[src/rtl/stream_arb_2x1.sv]
// Two-input round-robin valid/ready arbiter with packet locking and a registered output stage.
// sel is the combinational grant that steers the 2x1 payload mux and the per-source readys.
module stream_arb_2x1 #(
    parameter int unsigned WIDTH = 8
) (
    input  logic             clk,
    input  logic             rst,
    input  logic             a_valid,
    output logic             a_ready,
    input  logic [WIDTH-1:0] a_data,
    input  logic             a_last,
    input  logic             b_valid,
    output logic             b_ready,
    input  logic [WIDTH-1:0] b_data,
    input  logic             b_last,
    output logic             out_valid,
    input  logic             out_ready,
    output logic [WIDTH-1:0] out_data,
    output logic             out_last,
    output logic             out_src,
    output logic             sel
);

    localparam logic [1:0] S_IDLE   = 2'd0;
    localparam logic [1:0] S_LOCK_A = 2'd1;
    localparam logic [1:0] S_LOCK_B = 2'd2;

    logic [1:0]       r_state;
    logic [1:0]       w_state_nxt;
    logic             r_prio;
    logic             w_prio_nxt;
    logic             r_sel;
    logic             w_sel;
    logic             w_load_en;
    logic             w_xfer;
    logic             w_last;
    logic [WIDTH-1:0] w_data;
    logic             r_out_valid;
    logic [WIDTH-1:0] r_out_data;
    logic             r_out_last;
    logic             r_out_src;

    // Grant: locked source wins; in IDLE a lone requester wins, a tie goes to prio,
    // and with no requester the previous select is held.
    always_comb begin
        w_sel = r_sel;
        case (r_state)
            S_IDLE: begin
                if (a_valid && b_valid) begin
                    w_sel = r_prio;
                end else if (a_valid) begin
                    w_sel = 1'b0;
                end else if (b_valid) begin
                    w_sel = 1'b1;
                end
            end
            S_LOCK_A: w_sel = 1'b0;
            S_LOCK_B: w_sel = 1'b1;
            default:  w_sel = 1'b0;
        endcase
        if (rst) begin
            w_sel = 1'b0;
        end
    end

    assign w_load_en = (~r_out_valid | out_ready) & ~rst;
    assign a_ready   = w_load_en & ~w_sel;
    assign b_ready   = w_load_en & w_sel;
    assign w_xfer    = w_sel ? (b_valid & b_ready) : (a_valid & a_ready);
    assign w_last    = w_sel ? b_last : a_last;
    assign w_data    = w_sel ? b_data : a_data;
    assign sel       = w_sel;

    // Next-state: a last beat releases to IDLE and hands priority to the other source.
    always_comb begin
        w_state_nxt = r_state;
        w_prio_nxt  = r_prio;
        if (w_xfer) begin
            if (w_last) begin
                w_state_nxt = S_IDLE;
                w_prio_nxt  = ~w_sel;
            end else begin
                w_state_nxt = w_sel ? S_LOCK_B : S_LOCK_A;
            end
        end
    end

    always_ff @(posedge clk) begin
        if (rst) begin
            r_state <= S_IDLE;
            r_prio  <= 1'b0;
            r_sel   <= 1'b0;
        end else begin
            r_state <= w_state_nxt;
            r_prio  <= w_prio_nxt;
            r_sel   <= w_sel;
        end
    end

    // Output stage: load on transfer, drain when consumed, otherwise hold.
    always_ff @(posedge clk) begin
        if (rst) begin
            r_out_valid <= 1'b0;
            r_out_data  <= '0;
            r_out_last  <= 1'b0;
            r_out_src   <= 1'b0;
        end else if (w_xfer) begin
            r_out_valid <= 1'b1;
            r_out_data  <= w_data;
            r_out_last  <= w_last;
            r_out_src   <= w_sel;
        end else if (out_ready) begin
            r_out_valid <= 1'b0;
        end
    end

    assign out_valid = r_out_valid;
    assign out_data  = r_out_data;
    assign out_last  = r_out_last;
    assign out_src   = r_out_src;

endmodule

[config.mk]
export PLATFORM = sky130hd
export DESIGN_NAME = stream_arb_2x1
export DESIGN_NICKNAME = d
export VERILOG_FILES = /design/src/rtl/stream_arb_2x1.sv
export SDC_FILE = /design/constraint.sdc
export NUM_CORES = 1
export LEC_CHECK = 0
export ABC_AREA = 0
export CORE_MARGIN = 2
export CORE_UTILIZATION = 38
export DETAILED_ROUTE_END_ITERATION = 12
export PLACE_DENSITY = 0.74
export SLEW_MARGIN = 20
export SYNTH_ARGS = -nofsm -noshare
export SYNTH_HDL_FRONTEND = slang
export SYNTH_SLANG_ARGS = --single-unit
[constraint.sdc]
create_clock -name clk -period 1.62 [get_ports clk]
set_input_delay 0.324 -clock clk [delete_from_list [all_inputs] [get_ports clk]]
set_output_delay 0.324 -clock clk [all_outputs]
set_load 0.01 [all_outputs]
Word level (Yosys, flattened, before mapping)
Cells that the tools add are included.
{ "word_totals": {"register_bits": 15, "input_bits": 23, "out_inout_bits": 14, "word_cells": 33} }
{ "op_classes": {"eq_ne": 1, "n_mux": 12, "bitwise": 9, "n_reduce_logical": 4} }
{ "op_table": {"columns": ["operator", "count"], "rows": [
  ["1-bit two-way mux", 8],
  ["8-bit two-way mux", 1],
  ["1-bit bitwise AND", 5],
  ["2-bit two-way mux", 2],
  ["1-bit inverter", 3],
  ["2-bit equality test (second input constant)", 1],
  ["2-bit zero test", 1],
  ["1-bit one-hot mux with 2 select lines", 1],
  ["2-bit AND reduction", 1],
  ["2-bit nonzero test", 1],
  ["1-bit logical AND", 1],
  ["1-bit bitwise OR", 1]
]} }

Longest topological paths before layout
{ "depth": {"word_depth": 10, "depth_mapped": 5, "mapped_depth_nobuf": 4} }

Worst setup path before layout
OpenSTA, ideal clock, no wires.
{ "synth_path": {"kind": "input -> output", "startpoint": "in a_valid", "endpoint": "out sel", "t_arrival_ns": 1.155, "required_time_ns": 1.296, "path_slack_ns": 0.141, "path_stages": 4, "path_buffers": 1, "path_cell_list": "nor3b_2 -> a2111o_1 -> buf_6 -> inv_1"} }
{ "synth_between": {"elab_chain_cells": 4, "elab_cells_between_ends": 5, "cone_classes": "4 x mux; 1 x reduce/logical"} }
{ "synth_rtl": {"columns": ["element", "line", "rtl"], "rows": [
  ["start: declaration", "8", "input logic a_valid,"],
  ["1-bit two-way mux / 1-bit logical AND (equally long branches)", "51, 49", null],
  ["1-bit two-way mux *", "49", "if (a_valid && b_valid) begin"],
  ["1-bit one-hot mux with 2 select lines *", "47", "case (r_state)"],
  ["1-bit two-way mux *", "61", "if (rst) begin"],
  ["end: declaration", "21", "output logic sel"]
]} }
Every way passes the cells marked *; elsewhere a longest branch is shown, timed or not.

Final worst setup path
{ "layout_path": {"startpoint": "reg r_prio", "endpoint": "out a_ready"} }
{ "layout_between": {"elab_chain_cells": 5} }
{ "layout_rtl": {"columns": ["element", "line", "rtl"], "rows": [
  ["start: declaration", "30", "logic r_prio;"],
  ["start signal: assignment", "95", "r_prio <= w_prio_nxt;"],
  ["1-bit two-way mux", "49", null],
  ["1-bit one-hot mux with 2 select lines", "47", null],
  ["1-bit two-way mux", "61", null],
  ["1-bit inverter", "67", "assign a_ready = w_load_en & ~w_sel;"],
  ["1-bit bitwise AND", "67", null],
  ["end: declaration", "9", "output logic a_ready,"]
]} }
No other way between the ends.

==> results.md <==
Logic synthesis:
- The parity-gate share of the synthesized area counting xor and xnor cells is 0.
- The synthesized-area fraction occupied by ao, oa, aoi and oai cells is 0.2766.
- The simple-gate share of the synthesized area is 0.1029.
- The number of nets produced by synthesis is 103.
- The biggest area contributor in the post-synthesis netlist is dfxtp_1.
- The multiplexer share of the synthesized area is 0.1349.
- Ranked by total cell area, the synthesized netlist is headed by dfxtp_1, mux2i_1, a211oi_1.
- The count of cell types in the netlist is 27.
- The area fraction of the dominant cell type after synthesis is 0.4047.
- The area share of fa/ha/maj cells after synthesis is 0.
- After synthesis, the largest family of logic cells by area is compound AO/OA/AOI/OAI gates.
- The leading register cell type out of synthesis is dfxtp_1.
- In this run, synthesis inferred 0 flip-flops with an integrated enable.
- The synthesized instance count is 80.
- After synthesis, the share of flip-flops with an asynchronous set or reset is 0.
- The sequential element share of the synthesized area is 0.4047.
- The yosys synthesis warning count is 0.
- The cell area that synthesis handed to floorplanning was 742.0 um^2.
- Counting flops and latches in the post-synthesis netlist gives 15.
- The per-instance average area after synthesis is 9.275 um^2.

Power:
- The total power per unit cell area is 763.3 mW/mm^2.
- The analysis attributes to cell leakage a power of 0.0005880 uW.
- The highest ir drop seen on vdd is 0.4834 mV.
- The total power of the final layout is 996.1 uW.

Global route:
- In the global route stage, overall resource usage came out at 0.1968.
- The initial antenna violation count was 0.
- The sum of overflow across all layers after global routing is 0.
- The first global-routing pass estimated 3.146 mm of wire.
- The pin count of the biggest net entering global routing is 17.
- The via count of the first global-routing pass is 778.

Run:
- The number of maximum-capacitance constraint violations is 0.

CTS:
- The clock tree root driver cell is clkbuf_4.
- For this design, the sink count on the clock tree is 15.
- The maximum count of clock buffers along a single path is 2.
- CTS built an H-tree with a depth of 1.
- TritonCTS built the clock tree.
- The number of buffers created by CTS is 3.
- For the worst-skew pair, the clock arrives at the later sink with an insertion delay of 0.29 ns.
- The CTS clock-pin slew for the worst setup and hold paths is 0.09 ns.
- For this design, the CTS-stage hold fixing added 0 buffers.

Cells and area:
- In the layout the commonest cells are clkdlybuf4s50_1, buf_4, dfxtp_1.
- The share of layout cells above drive strength 1 is 0.3060.
- The fill cell total of the finished layout is 147.
- Relative to the synthesized area, the layout overhead comes to 75.89%.
- Leaving out fill and tap cells, the most frequent cell in the layout is clkdlybuf4s50_1.
- The antenna diode instance count is 0.
- Once layout is complete, the utilization of the core stands at 0.7319.
- In the final design database the tool counted 158 nets.

Floorplan:
- The horizontal die dimension is 48.19 um.
- The floorplan die area is 0.002322 mm^2.
- The die height is 48.19 um.
- In this run the core area contains 15 standard-cell rows.
- The I/O pin total is 37.
- The initial core utilization is 0.4161.
- The total core area is 0.001783 mm^2.

STA:
- Setup repair after global routing could not meet its margin everywhere.
- The setup skew after layout is 0.0006688 ns.
- In the final timing run, aggregate negative setup slack is -0.1647 ns.
- The final worst setup slack is -0.1121 ns.
- The number of failing setup endpoints in the final timing report is 2.
- The count of final hold-check violations is 0.
- The transition time of the tightest slew-check pin is 0.3086 ns.
- In this run the tightest slew margin relative to its limit is 0.7943.
- Of the available clock period, the critical path in the final layout requires 1.069.
- For this run, the top clock speed supported by timing is 577.3 MHz.
- The number of pins exceeding their max-slew limit in the final report is 0.
- The worst hold margin is 0.4909 ns.
- The worst path in the final design needs a cycle of 1.732 ns, including I/O delays and setup.

Worst setup path:
- The startpoint type of the worst setup path is a flop.
- Data arrives at the worst endpoint at 1.41 ns.
- STA classifies the critical path endpoint as an output pin.
- By startpoint and endpoint, the worst setup path is classified as flop to output pin.
- STA puts the critical path data required time at 1.30 ns.
- Of all nets on the critical path, the largest fanout is 3.

Drt:
- The count of routing violations after the opening detailed-route iteration is 4.
- The count of nets left with antenna violations once routing finished came out at 0.
- After detailed routing, the number of remaining DRC violations is 0.
- The uppermost layer routed is met4.
- The sum of routed wire segments on met1 is 815 um.
- The routed layout has 801 vias.
- In the detailed route, the total length drawn on met3 is 168 um.
- The pre-antenna-repair detailed-routing pass consisted of 3 iterations.
- Using the TritonRoute via totals, the vias-per-cell ratio works out to 5.038.
- The routed design has 2.011 mm of wire.
- The total length of routed met2 wires is 1.002 mm.
- In the final routed layout, each cell accounts on average for 12.65 um.

Outcome:
- The run finished, with violations left.
- The final reports fail on setup timing.

Placement:
- At the placement stage, the worst setup path has a slack of -0.6690 ns.
- The number of port buffers is 36.
- Detailed placement finished with a half-perimeter wire length of 1.482 mm.
- Routability-driven placement finished with a final weighted congestion of 0.7699.

Worst hold path:
- The worst hold path belongs to the class flop to flop.
==> registers in the layout (all words and copies together) (netlist names) <==
name	count
out_last	1
out_data	8
out_src	1
r_state	2
r_sel	1
r_prio	1
out_valid	1
==> cell type report <==
cell class	instances	area [um^2]	share of cell area
timing repair buffer	56	493.0	0.3778
multi-input combinational	53	426.7	0.3269
sequential	15	304.0	0.2330
clock buffer	3	22.52	0.01726
tap	25	31.28	0.02397
clock inverter	1	5.005	0.003835
inverter	6	22.52	0.01726
==> synthesized netlist by cell type (2+ instances only) <==
cell type,n
nand2_1,2
a211oi_1,10
inv_1,6
buf_2,3
nor2b_1,2
dfxtp_1,15
mux2i_1,10
nor3_1,2
a31oi_1,2
and2_1,2
a21oi_1,9
o31ai_1,2
==> kinds of logic (layout without fill, tap and decap cells) <==
| logic type | Yosys count | count (layout) |
|---|---|---|
| DFF | 15 | 15 |
| muxes | 10 | 10 |
| and+or+nand+nor | 13 | 13 |
| AOI/OAI and AO/OA | 30 | 30 |
| buffers and inverters | 12 | 66 |
==> per-stage QoR <==
step           area (um^2)  instances
3_3_place_gp          1231        153
6_report              1305        159
4_1_cts               1297        158
2_1_floorplan        742.0         80
3_5_place_dp          1231        153
5_1_grt               1305        159
==> critical path, cell delays in order, from the launching register on <==
cell      delay (ns)
dfxtp_2         0.34
nor3b_4         0.24
a211oi_2        0.06
buf_4           0.15
nor3_4          0.17
buf_2           0.15
==> what timing repair did <==
action                                  in CTS  in global routing
pin swaps                                    3                  4
endpoints found under the setup margin      11                  3
gates resized for setup                     28                  4
setup buffers                                1                  1
==> per-layer routing <==
| metal | GRT usage | up-vias |
|---|---|---|
| li1 | - | 403 |
| met1 | 0.2018 | 362 |
| met2 | 0.3763 | 34 |
| met3 | 0.05556 | 2 |
| met4 | 0.06486 | 0 |
| met5 | 0 | - |
==> report_power, final <==
group / switching, uW / internal (uW) / total (uW) / leakage, uW
clock network: 127 / 91.9 / 219 / 0.0000177
registers: 23.7 / 406 / 430 / 0.000125
logic: 139 / 209 / 348 / 0.000445
==> final timing paths <==
| kind | from | end | slack, ns | depth (start not counted) |
|---|---|---|---|---|
| min | out_last | out_last | 0.49 | 2 |
| max | r_prio | a_ready | -0.11 | 5 |
| max reg2reg | r_state[1] | out_data[0] | 0.06 | 5 |
| min reg2reg | out_last | out_last | 0.49 | 2 |
(Power assumes the default switching activity.)
